$ cat src/rtl/regfile_seq_pkg.sv
// regfile_seq_pkg
// Shared definitions for the register-file sequencer: default widths,
// opcode encoding and the FSM state encoding.
package regfile_seq_pkg;

  localparam int DATA_W_DEF = 8;
  localparam int ADDR_W_DEF = 3;

  typedef enum logic [2:0] {
    OP_ADD = 3'd0,
    OP_SUB = 3'd1,
    OP_AND = 3'd2,
    OP_OR  = 3'd3,
    OP_XOR = 3'd4,
    OP_MOV = 3'd5,
    OP_LDI = 3'd6,
    OP_NOP = 3'd7
  } op_e;

  typedef enum logic [1:0] {
    ST_IDLE = 2'd0,
    ST_READ = 2'd1,
    ST_EXEC = 2'd2,
    ST_WB   = 2'd3
  } state_e;

endpackage

$ cat src/rtl/regfile_seq_alu.sv
// regfile_seq_alu
// Purely combinational 8-op ALU used by the sequencer in its EXEC cycle.
// Ports:
//   op_i     - opcode
//   a_i/b_i  - source operands (unsigned)
//   imm_i    - immediate, used by LDI only
//   result_o - DATA_W-bit result, modulo 2^DATA_W
//   carry_o  - ADD carry-out, SUB borrow (a < b), 0 for every other op
module regfile_seq_alu
  import regfile_seq_pkg::*;
#(
  parameter int DATA_W = DATA_W_DEF
) (
  input  op_e               op_i,
  input  logic [DATA_W-1:0] a_i,
  input  logic [DATA_W-1:0] b_i,
  input  logic [DATA_W-1:0] imm_i,
  output logic [DATA_W-1:0] result_o,
  output logic              carry_o
);

  logic [DATA_W:0] sum_w;
  logic [DATA_W:0] diff_w;

  // Zero-extended by one bit so the top bit is carry (sum) or borrow (diff).
  assign sum_w  = {1'b0, a_i} + {1'b0, b_i};
  assign diff_w = {1'b0, a_i} - {1'b0, b_i};

  always_comb begin
    result_o = '0;
    carry_o  = 1'b0;
    case (op_i)
      OP_ADD: begin
        result_o = sum_w[DATA_W-1:0];
        carry_o  = sum_w[DATA_W];
      end
      OP_SUB: begin
        result_o = diff_w[DATA_W-1:0];
        carry_o  = diff_w[DATA_W];
      end
      OP_AND:  result_o = a_i & b_i;
      OP_OR:   result_o = a_i | b_i;
      OP_XOR:  result_o = a_i ^ b_i;
      OP_MOV:  result_o = a_i;
      OP_LDI:  result_o = imm_i;
      default: result_o = '0;  // NOP produces a zero result, no carry
    endcase
  end

endmodule

$ cat src/rtl/regfile_sequencer.sv
// regfile_sequencer
// Accepts one three-operand instruction at a time over a valid/ready
// handshake, reads two source registers from an external register file,
// computes the ALU result and writes it back.  Four-cycle sequence:
// IDLE -> READ -> EXEC -> WB.
// Ports:
//   clk, reset            - clock, asynchronous active-high reset
//   instr_valid/ready     - instruction handshake (ready only in IDLE)
//   instr_op/rd/ra/rb/imm - instruction fields, sampled on acceptance
//   RdAdrsA/B, RdDataA/B  - register file read ports
//   WtAdrs, WtData, LdReg - register file write port
//   done                  - one-cycle pulse during writeback
//   result, flag_z/flag_c - last computed result and its flags
module regfile_sequencer
  import regfile_seq_pkg::*;
#(
  parameter int DATA_W = DATA_W_DEF,
  parameter int ADDR_W = ADDR_W_DEF
) (
  input  logic              clk,
  input  logic              reset,
  input  logic              instr_valid,
  output logic              instr_ready,
  input  logic [2:0]        instr_op,
  input  logic [ADDR_W-1:0] instr_rd,
  input  logic [ADDR_W-1:0] instr_ra,
  input  logic [ADDR_W-1:0] instr_rb,
  input  logic [DATA_W-1:0] instr_imm,
  output logic [ADDR_W-1:0] RdAdrsA,
  output logic [ADDR_W-1:0] RdAdrsB,
  input  logic [DATA_W-1:0] RdDataA,
  input  logic [DATA_W-1:0] RdDataB,
  output logic [ADDR_W-1:0] WtAdrs,
  output logic [DATA_W-1:0] WtData,
  output logic              LdReg,
  output logic              done,
  output logic [DATA_W-1:0] result,
  output logic              flag_z,
  output logic              flag_c
);

  state_e            state_q;
  op_e               op_q;
  logic [ADDR_W-1:0] rd_q;
  logic [DATA_W-1:0] imm_q;
  // The read-address registers double as the latched ra/rb fields: they are
  // loaded on acceptance so the addresses are stable for the whole READ cycle.
  logic [ADDR_W-1:0] rda_q;
  logic [ADDR_W-1:0] rdb_q;
  logic [DATA_W-1:0] opa_q;
  logic [DATA_W-1:0] opb_q;
  logic [ADDR_W-1:0] wta_q;
  logic [DATA_W-1:0] wtd_q;
  logic              ld_q;
  logic              done_q;
  logic [DATA_W-1:0] res_q;
  logic              z_q;
  logic              c_q;

  logic [DATA_W-1:0] alu_res;
  logic              alu_c;

  regfile_seq_alu #(
    .DATA_W (DATA_W)
  ) u_alu (
    .op_i     (op_q),
    .a_i      (opa_q),
    .b_i      (opb_q),
    .imm_i    (imm_q),
    .result_o (alu_res),
    .carry_o  (alu_c)
  );

  always_ff @(posedge clk or posedge reset) begin
    if (reset) begin
      state_q <= ST_IDLE;
      op_q    <= OP_NOP;
      rd_q    <= '0;
      imm_q   <= '0;
      rda_q   <= '0;
      rdb_q   <= '0;
      opa_q   <= '0;
      opb_q   <= '0;
      wta_q   <= '0;
      wtd_q   <= '0;
      ld_q    <= 1'b0;
      done_q  <= 1'b0;
      res_q   <= '0;
      z_q     <= 1'b0;
      c_q     <= 1'b0;
    end else begin
      // Write enable and done are single-cycle pulses; only EXEC raises them.
      ld_q   <= 1'b0;
      done_q <= 1'b0;
      case (state_q)
        ST_IDLE: begin
          if (instr_valid) begin
            op_q    <= op_e'(instr_op);
            rd_q    <= instr_rd;
            imm_q   <= instr_imm;
            rda_q   <= instr_ra;
            rdb_q   <= instr_rb;
            state_q <= ST_READ;
          end
        end
        ST_READ: begin
          opa_q   <= RdDataA;
          opb_q   <= RdDataB;
          state_q <= ST_EXEC;
        end
        ST_EXEC: begin
          res_q   <= alu_res;
          z_q     <= (alu_res == '0);
          c_q     <= alu_c;
          // Write-port values are registered here so that WB drives them
          // straight from flops.
          wta_q   <= rd_q;
          wtd_q   <= alu_res;
          ld_q    <= (op_q != OP_NOP);
          done_q  <= 1'b1;
          state_q <= ST_WB;
        end
        ST_WB: begin
          state_q <= ST_IDLE;
        end
        default: begin
          state_q <= ST_IDLE;
        end
      endcase
    end
  end

  assign instr_ready = (state_q == ST_IDLE);
  assign RdAdrsA     = rda_q;
  assign RdAdrsB     = rdb_q;
  assign WtAdrs      = wta_q;
  assign WtData      = wtd_q;
  assign LdReg       = ld_q;
  assign done        = done_q;
  assign result      = res_q;
  assign flag_z      = z_q;
  assign flag_c      = c_q;

endmodule

$ cat config.mk
export PLATFORM = sky130hd
export DESIGN_NAME = regfile_sequencer
export DESIGN_NICKNAME = d
export VERILOG_FILES = /design/src/rtl/regfile_seq_pkg.sv /design/src/rtl/regfile_seq_alu.sv /design/src/rtl/regfile_sequencer.sv
export SDC_FILE = /design/constraint.sdc
export NUM_CORES = 1
export LEC_CHECK = 0
export BUFFER_PORTS_ARGS = -buffer_cell sky130_fd_sc_hd__buf_2
export CORE_ASPECT_RATIO = 1.5
export CORE_MARGIN = 3
export CORE_UTILIZATION = 55
export CTS_CLUSTER_DIAMETER = 40
export DETAILED_ROUTE_END_ITERATION = 10
export GPL_TIMING_DRIVEN = 0
export PLACE_DENSITY = 0.76
export SYNTH_ARGS = -nofsm -noshare
export SYNTH_HDL_FRONTEND = slang
export SYNTH_SLANG_ARGS = --single-unit
$ cat constraint.sdc
create_clock -name clk -period 7.2 [get_ports clk]
set_input_delay 1.44 -clock clk [delete_from_list [all_inputs] [get_ports clk]]
set_output_delay 1.44 -clock clk [all_outputs]
set_load 0.02 [all_outputs]
=== Yosys cells after proc, flatten, opt, wreduce, memory -nomap -nowiden ===
Index checks and enable logic that the tools add are counted.

* Add/sub/neg operators: 2
* Eq/ne operators: 11
* Multiplexer cells: 6
* Bitwise gates (word level): 3
* Reduce and logical (&&, ||, !) cells: 4

{| class="wikitable"
|+ Operator list
! cell !! number
|-
| $pmux W8 S7 || 1
|-
| $add A8 B8 Y9 || 1
|-
| $eq A3 B3 Y1 const B || 3
|-
| $sub A8 B8 Y9 || 1
|-
| $and A8 B8 Y8 || 1
|-
| $logic_not A8 Y1 || 1
|-
| $or A8 B8 Y8 || 1
|-
| $pmux W2 S4 || 1
|-
| $xor A8 B8 Y8 || 1
|-
| $eq A3 B2 Y1 const B || 2
|-
| $eq A2 B2 Y1 const B || 2
|-
| $eq A3 B1 Y1 const B || 1
|-
| $logic_not A3 Y1 || 1
|-
| $ne A3 B3 Y1 const B || 1
|-
| $eq A2 B1 Y1 const B || 1
|-
| $logic_not A2 Y1 || 1
|-
| $mux W1 || 2
|-
| $mux W2 || 1
|-
| $ne A2 B2 Y1 const B || 1
|-
| $pmux W1 S2 || 1
|-
| $reduce_and A2 Y1 || 1
|}

* Register bits after elaboration: 53
* Bits of input ports: 39
* Output and inout port bits: 30
* Logic and storage cells: 40

=== Depth between registers and ports, before layout ===
* Depth after elaboration: 3
* Gate-level depth with buffers: 9

=== Hierarchy ===
Synthesis repeated with hierarchy kept, for this count alone.

* Cell total of the unflattened synthesis: 314
* Area, all modules: 3483.3 um^2

{| class="wikitable"
|+ By module, submodules not included
! module !! instances !! cells an instance !! area each (um^2)
|-
| regfile_sequencer || 1 || 133 || 2198.4
|-
| regfile_seq_alu || 1 || 181 || 1285.0
|}

=== Worst setup path before layout ===
OpenSTA, ideal clock, no wires.

* Kind: register -> register
* Start: register opa_q[0]
* End: register z_q (netlist: flag_z)
* Library setup time: 0.092 ns
* Arrival time: 2.238 ns
* Data required time: 7.108 ns
* Setup slack: 4.870 ns
* Cell stages (with the launch flop): 9
* Clock period less this slack: 2.330 ns
* Cell sequence: dfrtp_1 > ha_1 > fa_1 > a211oi_1 > nor2_1 > xnor2_1 > a221oi_1 > nand3_1 > o31ai_2

* Cells in the longest elaborated chain, start to end: 3
* Elaborated cells between the ends (all ways): 7

{| class="wikitable"
|+ RTL lines
! item !! line !! text
|-
| start, declared || regfile_sequencer.sv:50 || <nowiki>logic [DATA_W-1:0] opa_q;</nowiki>
|-
| start signal, assigned || regfile_sequencer.sv:107 || <nowiki>opa_q <= RdDataA;</nowiki>
|-
| $sub A8 B8 Y9 (tied with other cells) || regfile_seq_alu.sv:27 || <nowiki>assign diff_w = {1'b0, a_i} - {1'b0, b_i};</nowiki>
|-
| $pmux W8 S7 (*) || regfile_seq_alu.sv:32 || <nowiki>case (op_i)</nowiki>
|-
| $logic_not A8 Y1 (*) || regfile_sequencer.sv:113 || <nowiki>z_q <= (alu_res == '0);</nowiki>
|-
| end signal, assigned || regfile_sequencer.sv:113 ||
|-
| end, declared || regfile_sequencer.sv:57 || <nowiki>logic z_q;</nowiki>
|}

Every way passes the cells marked *; elsewhere a longest branch is shown, timed or not.
A chain may end at the register's enable or synchronous reset.

=== Final worst setup path ===
Ends and elaborated chain as after synthesis.

==> metrics <==
Pins Over Slew Limit 0; setup TNS 0 ps; Die Span X 70.4 um; Buffers on Ports between 60 and 70; largest net degree at the start of global routing 34; total CTS buffers 5; sequential cell area approximately 0.0013 mm^2; critical path required time around 7400 ps; Post-synth EDFFs 0; WL/cell ~17 um; critical path class reg2reg; fraction of registers with async set or reset after synthesis 1.00; reg2reg setup slack about 4500 ps; crit path launch type flip-flop; Total GRT Usage 0.246; Final Total Pwr about 0.0022 W; Total Nets Final just under 500; via/cell ratio between 5 and 6; Util after Layout 0.674; Sink Count 53; status complete, no violations; H-tree depth 2; fillcell total 480; initial antenna violation count 0; DRT iter0 DRCs approximately 130; Pre-antenna DRT Iters 5; Slew @ Worst Pin a little over 600 ps; Post-CTS Repair Setup Buffers 0; Max FO, Critical Path 4; Routed Wire Length between 8000 and 9000 um; Std-Cell Rows 34; share of layout cells above drive strength 1 0.303; Starting Density 0.579; # resized after CTS 0; most common cell after layout, fill and taps aside buf_2; num ports slightly below 70; Max Root-Sink Buffers 2; Peak VDD IR between 0.2 and 0.3 mV; Pleak 1.92 nW; gpl congestion between 0.9 and 1; root buffer cell clkbuf_8; antenna viol nets, final 0; die area 0.00722 mm^2; P&R area growth vs syn 16.5%; Die H about 100 um; max cap viols 0; CTS Hold Bufs 0; grt ovf 0; Final Hold Fails 0; CTS tree yes; crit path DAT approximately 3000 ps; placed cell area a little under 0.004 mm^2; area of the multi-input gates 0.00181 mm^2; Reg clk slew, reported paths 90 ps; Synth Area per Inst ~10 um^2; synth unique cells 56; global-route wire length before repair approximately 14000 um; CORE AREA 0.00591 mm^2; fin crit share 0.379; f_max 366 MHz; Design Area, Final about 0.004 mm^2; clock latency on the worst-skew pair roughly 310 ps; most frequent cells in the layout 74 x buf_2, 50 x dfrtp_1, 29 x inv_1; vias ~2800; RSZ-0062 raised after global routing false; Main synth FF type dfrtp_1; number of synthesized register bits 53; Power Dens Cells 562 mW/mm^2; vias in the first global route ~2700; Final min period ~2700 ps; synthesized cell area 0.00342 mm^2; Max-Slew Margin vs Limit 0.587; Inserted Diodes 0; sequential share of the synthesized area 0.389; Synth Instances between 300 and 400; # DRC 0; CP Capture Type flip-flop; Setup Viol. Count Final 0; skew final 10.1 ps; Synthesized Nets 420; min-delay worst type reg2reg; warnings from Yosys 0; post-DP HPWL roughly 7000 um
power by group:
group	switching (W)	internal, W
Sequential	0.000104	0.000455
Clock	0.000103	0.000104
Combinational	0.000867	0.000604
metrics by stage:
step | hold WS, ps | instances | setup slack [ps]
2_1_floorplan | 474 | 352 | 4480
3_3_place_gp | 474 | 492 | 3860
3_5_place_dp | 487 | 493 | 4490
4_1_cts | 511 | 501 | 4490
5_1_grt | 517 | 501 | 4270
6_report | 510 | 501 | 4470
final timing paths:
check,from,to,depth (start not counted)
setup / recovery,opa_q[0],flag_z,8
hold / removal,RdAdrsA[0],RdAdrsA[0],1
setup reg to reg,opa_q[0],flag_z,8
hold reg to reg,RdAdrsA[0],RdAdrsA[0],1
max in group asynchronous,reset,op_q[0],3
min in group asynchronous,reset,opa_q[4],2
flip-flops by register name, indices dropped and copies added (netlist names):
name and flops:
LdReg 1, RdAdrsA 3, RdAdrsB 3, WtAdrs 3, done 1, flag_c 1
flag_z 1, imm_q 8, op_q 3, opa_q 8, opb_q 8, rd_q 3
result 8, state_q 2
synth_stat cells, types with 2 or more instances:
| library cell | number | share of area |
|---|---|---|
| a211oi_1 | 6 | 0.013 |
| a21o_1 | 4 | 0.0088 |
| a21oi_1 | 14 | 0.020 |
| a221o_1 | 2 | 0.0059 |
| a221oi_1 | 3 | 0.0077 |
| a31oi_1 | 6 | 0.011 |
| buf_2 | 6 | 0.0088 |
| buf_4 | 9 | 0.020 |
| buf_6 | 3 | 0.0099 |
| clkbuf_1 | 8 | 0.0088 |
| dfrtp_1 | 50 | 0.37 |
| dfstp_2 | 3 | 0.023 |
| fa_1 | 2 | 0.012 |
| ha_1 | 27 | 0.099 |
| inv_1 | 30 | 0.033 |
| mux2_2 | 26 | 0.086 |
| mux2i_1 | 6 | 0.018 |
| nand2_1 | 27 | 0.030 |
| nand2b_1 | 8 | 0.015 |
| nand3_1 | 4 | 0.0059 |
| nand4_1 | 2 | 0.0037 |
| nor2_1 | 20 | 0.022 |
| nor2b_1 | 5 | 0.0091 |
| nor3_1 | 7 | 0.010 |
| o211ai_1 | 2 | 0.0044 |
| o21a_1 | 2 | 0.0044 |
| o21ai_0 | 26 | 0.038 |
| o21bai_1 | 2 | 0.0044 |
| o22ai_1 | 6 | 0.011 |
| o31ai_1 | 6 | 0.013 |
| or3_1 | 2 | 0.0037 |
| xnor2_1 | 4 | 0.010 |
logic make-up (layout without fill, tap and decap cells):
| kind of cell | count (synthesis) | count (layout) | share of synthesized area |
|---|---|---|---|
| compound gates | 90 | 90 | 0.172 |
| xor+xnor | 5 | 5 | 0.0128 |
| fa+ha+maj | 29 | 29 | 0.110 |
| buf+inv | 57 | 134 | 0.0812 |
| flops | 53 | 53 | 0.389 |
| mux | 33 | 33 | 0.110 |
| simple gates | 85 | 85 | 0.125 |
final cells by class:
| class | count | area share |
|---|---|---|
| Multi-Input combinational cell | 242 | 0.455 |
| Timing Repair Buffer | 69 | 0.0905 |
| Buffer | 27 | 0.0415 |
| Clock buffer | 5 | 0.0173 |
| Inverter | 30 | 0.0283 |
| Clock inverter | 3 | 0.0110 |
| Tap cell | 72 | 0.0226 |
| Sequential cell | 53 | 0.334 |
critical path, stage by stage, from the launching register on:
cell and delay [ps]:
dfrtp_1 420, ha_1 270, fa_1 480, a211oi_1 400, nor2_1 150, xnor2_1 150, a221oi_1 380, nand3_1 170
o31ai_2 230
routing by layer:
metal | vias up | global-route usage | wire length, um
met3 | 14 | 0.0322 | 398
met2 | 95 | 0.441 | 4560
met4 | 0 | 0.0959 | 251
met1 | 1309 | 0.299 | 3550
met5 | - | 0 | 0
li1 | 1378 | - | -
(Power assumes the default switching activity.)
